--- src/rtl/serial_adder_ctrl.sv ---
// Bit-serial adder controller: one full-adder cell built from two half-adders,
// reused across WIDTH bits, one bit per clock, behind a start/busy/done handshake.
module serial_adder_ctrl #(
    parameter int WIDTH = 8
) (
    input  logic             clk,
    input  logic             rst,
    input  logic             start,
    input  logic [WIDTH-1:0] a,
    input  logic [WIDTH-1:0] b,
    output logic             busy,
    output logic             done,
    output logic [WIDTH-1:0] sum,
    output logic             carry
);

    localparam int CW = $clog2(WIDTH + 1);
    localparam logic [CW-1:0] LAST = CW'(WIDTH - 1);

    typedef enum logic [1:0] {
        IDLE,
        ADD,
        DONE
    } state_t;

    state_t state, state_next;

    logic [WIDTH-1:0] op_a, op_b, res, res_shift;
    logic [CW-1:0]    cnt;
    logic             cflop;
    logic             hs1, hc1, hc2, bit_s, carry_next;
    logic             last_bit;

    // The shared full-adder cell: two half-adder stages and a carry OR.
    always_comb begin
        hs1        = op_a[0] ^ op_b[0];
        hc1        = op_a[0] & op_b[0];
        bit_s      = hs1 ^ cflop;
        hc2        = hs1 & cflop;
        carry_next = hc1 | hc2;
        res_shift  = res >> 1;
        res_shift[WIDTH-1] = bit_s;
        last_bit   = (cnt == LAST);
    end

    always_ff @(posedge clk) begin
        if (rst) begin
            state <= IDLE;
        end else begin
            state <= state_next;
        end
    end

    always_comb begin
        state_next = state;
        busy       = 1'b0;
        done       = 1'b0;
        case (state)
            IDLE: begin
                if (start) begin
                    state_next = ADD;
                end
            end
            ADD: begin
                busy = 1'b1;
                if (last_bit) begin
                    state_next = DONE;
                end
            end
            DONE: begin
                done       = 1'b1;
                state_next = IDLE;
            end
            default: state_next = IDLE;
        endcase
    end

    // sum/carry are only written on the final ADD edge, so partial results never leak out.
    always_ff @(posedge clk) begin
        if (rst) begin
            op_a  <= '0;
            op_b  <= '0;
            res   <= '0;
            cnt   <= '0;
            cflop <= 1'b0;
            sum   <= '0;
            carry <= 1'b0;
        end else begin
            case (state)
                IDLE: begin
                    if (start) begin
                        op_a  <= a;
                        op_b  <= b;
                        res   <= '0;
                        cnt   <= '0;
                        cflop <= 1'b0;
                    end
                end
                ADD: begin
                    op_a  <= op_a >> 1;
                    op_b  <= op_b >> 1;
                    res   <= res_shift;
                    cflop <= carry_next;
                    cnt   <= cnt + CW'(1);
                    if (last_bit) begin
                        sum   <= res_shift;
                        carry <= carry_next;
                    end
                end
                default: ;
            endcase
        end
    end

endmodule

--- config.mk ---
export PLATFORM = sky130hd
export DESIGN_NAME = serial_adder_ctrl
export DESIGN_NICKNAME = d
export VERILOG_FILES = /design/src/rtl/serial_adder_ctrl.sv
export SDC_FILE = /design/constraint.sdc
export NUM_CORES = 1
export LEC_CHECK = 0
export BUFFER_PORTS_ARGS = -buffer_cell sky130_fd_sc_hd__clkbuf_2
export CAP_MARGIN = 0
export CORE_AREA = 2 2 78 58
export DETAILED_ROUTE_END_ITERATION = 8
export DIE_AREA = 0 0 80 60
export SYNTH_ARGS = -nofsm -noshare
export SYNTH_HDL_FRONTEND = slang
export SYNTH_SLANG_ARGS = --single-unit
--- constraint.sdc ---
create_clock -name clk -period 1.4 [get_ports clk]
set_input_delay 0.28 -clock clk [delete_from_list [all_inputs] [get_ports clk]]
set_output_delay 0.28 -clock clk [all_outputs]
set_load 0.1 [all_outputs]
==> flow_metrics.tcl <==
set metrics [dict create \
    status "complete, no violations" \
    cts_buffer_depth 2 \
    antenna_left 0 \
    report.final.slew_viol_count 0 \
    synth_nets 201 \
    ys_async_sr_fraction_pct 0 \
    power_density_nw_per_um2 1080 \
    fin_tns_setup_ps 0 \
    min_to "op_b[7]$_SDFFE_PP0P_" \
    nFillCells 391 \
    cts_buffers 5 \
    worstMarginPinSlew_ps 371 \
    drc 0 \
    yosysTopAreaCell "dfxtp_1" \
    fmax_mhz 737 \
    gp_congestion 0.779 \
    arrival_ps 1080 \
    htreeDepth 2 \
    io_pins 30 \
    synthFlopType "dfxtp_1" \
    crit_start "state[0]$_SDFFE_PP0P_" \
    die_w_um 80 \
    synth.avg_cell_area_um2 9.74 \
    worst-setup-path-type "register to output port" \
    ys_top_cells_by_area "dfxtp_1, a211oi_2, o2bb2ai_1, a22o_1, nor2_1" \
    rr_worst_depth 5 \
    synth_cells 180 \
    hold_path.class "primary input to register" \
    hold_buffers 0 \
    synth_edf_count 0 \
    netlist.area_leader.share_pct 44.5 \
    rsz0062_at_grt "no" \
    hold_depth 3 \
    yosysUniqueCellTypes 34 \
    yosysMostFrequentCell "dfxtp_1" \
    endpoint_kind "output port" \
    drt_first_pass_iters 4 \
    yosys_warnings 0 \
    die_height_um 60 \
    cap_violations 0 \
    row_count 20 \
    overflow 0 \
    synth_top_cells_by_count "dfxtp_1, nor2_1, a21oi_1, nand3_1, o2bb2ai_1" \
    p_leak_nw 0.821 \
    place_hpwl_um 2950 \
    clkTransAtPathRegs_ps 70 \
    max-slew-margin-rel_pct 75.2 \
    antenna_cells 0 \
    dieArea_um2 4800 \
    yosysSeqAreaShare_pct 44.5 \
    timing.final.crit_period_ps 1360 \
    final_hold_viol_count 0 \
    regArea_um2 786 \
    area_growth_pct 23.2 \
    first_iter_violations 85 \
    root_buffer "clkbuf_8" \
    ys_seq_elements 39 \
    cts.sinks 39 \
    crit_required_ps 1120 \
    clk_latency_ps 290 \
    wirelength_um 4060 \
    grt_max_degree 24 \
    hold_start "b[7]" \
    ff2ff_setup_slack_ps 100 \
    drive_gt1_share_pct 38.1 \
    place_area_um2 2030 \
    multi_input_area_um2 882 \
    antenna_found_initial 0 \
    final_nets 235 \
    clock_skew_ps 3.68 \
    cts_tree "done" \
    grt_use_total_pct 18.2 \
    initial_core_util_pct 42.7 \
    timing.rr.start "state[0]$_SDFFE_PP0P_" \
    finalCritPeriodShare_pct 96.9 \
    grt_pass1_wl_um 6650 \
    irDropWorstVdd_v 0.000557 \
    r2r-end "res[3]$_SDFFE_PP0P_" \
    grt_pass1_vias 1439 \
    vias_per_cell 5.46 \
    stdcell_area_um2 2160 \
    critPathMaxFanout 11 \
    coreArea_um2 4100 \
    syn_area_um2 1750 \
    via_count 1475 \
    finalSetupViolCount 0 \
    wl_per_cell_um 15.0 \
    cp-start-kind "register" \
    io_buffers 29 \
]
metrics by stage:
step | instances | hold WS (ps) | worst slack (ps) | util (%) | total power (W)
6_report | 270 | 269 | 43.4 | 52.6 | 0.00234
5_1_grt | 270 | 305 | 13.5 | 52.6 | 0.00243
4_1_cts | 269 | 267 | 9.67 | 52.2 | 0.00235
3_5_place_dp | 260 | 468 | 4.45 | 49.4 | 0.00152
3_3_place_gp | 260 | 460 | 140 | 49.4 | 0.00151
2_1_floorplan | 180 | 442 | 27.6 | - | 0.00143
cell type report:
class,instances,area share (%)
multi-input cells,123,40.8
clock buffers,8,4.63
inverters,3,0.521
flip-flops and latches,39,36.4
repair buffers,42,14.4
well taps,55,3.19
worst max path at each step:
stage	slack (ps)	endpoint
floorplan	30	done
global placement	140	carry$_SDFFE_PP0P_
detailed placement	4	sum[5]$_SDFFE_PP0P_
CTS	10	done
global route	10	done
finish	40	done
timing repair:
item,4_1_cts,5_1_grt
pin swaps,0,1
gates resized for setup,4,3
setup endpoints to repair,3,3
setup buffers,1,1
kinds of logic after synthesis:
kind of cell	count (synthesis)	share of synthesized area [%]
AOI/OAI and AO/OA	65	30.4
buffers and inverters	18	6.21
DFF	39	44.5
adders and majority gates	2	1.86
and+or+nand+nor	56	17.0
flip-flops by register name, indices dropped and copies added (netlist names):
signal,flops
res,7
cnt,4
cflop,1
state,2
op_b,8
carry,1
op_a,8
sum,8
worst max-delay path: stages, from the launching register on:
cell	delay (ps)
dfxtp_4	360
buf_6	140
nor2_4	100
buf_12	180
placed cells by master, fill, tap and decap left out, drive strengths merged:
cell / instances
nor4: 1
nand3b: 2
or2: 1
ha: 1
a22o: 9
and3b: 1
o21ba: 1
or3: 1
nor2: 29
and2b: 1
a31oi: 2
inv: 3
nand3: 11
o31ai: 9
o21bai: 1
nand2b: 2
nand2: 5
nor2b: 2
o2bb2ai: 11
a211oi: 16
clkbuf: 26
o22ai: 5
dfxtp: 39
a21oi: 11
fa: 1
buf: 24
where the power goes:
part	internal, W	total, W	switching [W]
Sequential	0.00116	0.00120	0.0000389
Clock	0.000450	0.000834	0.000385
Combinational	0.000138	0.000309	0.000171
Total	0.00174	0.00234	0.000595
layer usage:
layer / up-vias / part of all wire, % / routed length [um] / global-route usage (%)
li1: 732 / - / - / -
met1: 709 / 50 / 2010 / 25.8
met2: 27 / 45 / 1830 / 28.1
met3: 7 / 4.4 / 177 / 4.08
met4: 0 / 0.96 / 39 / 5.08
met5: - / 0 / 0 / 0
No activity file was read; power rests on OpenSTA's default activity.
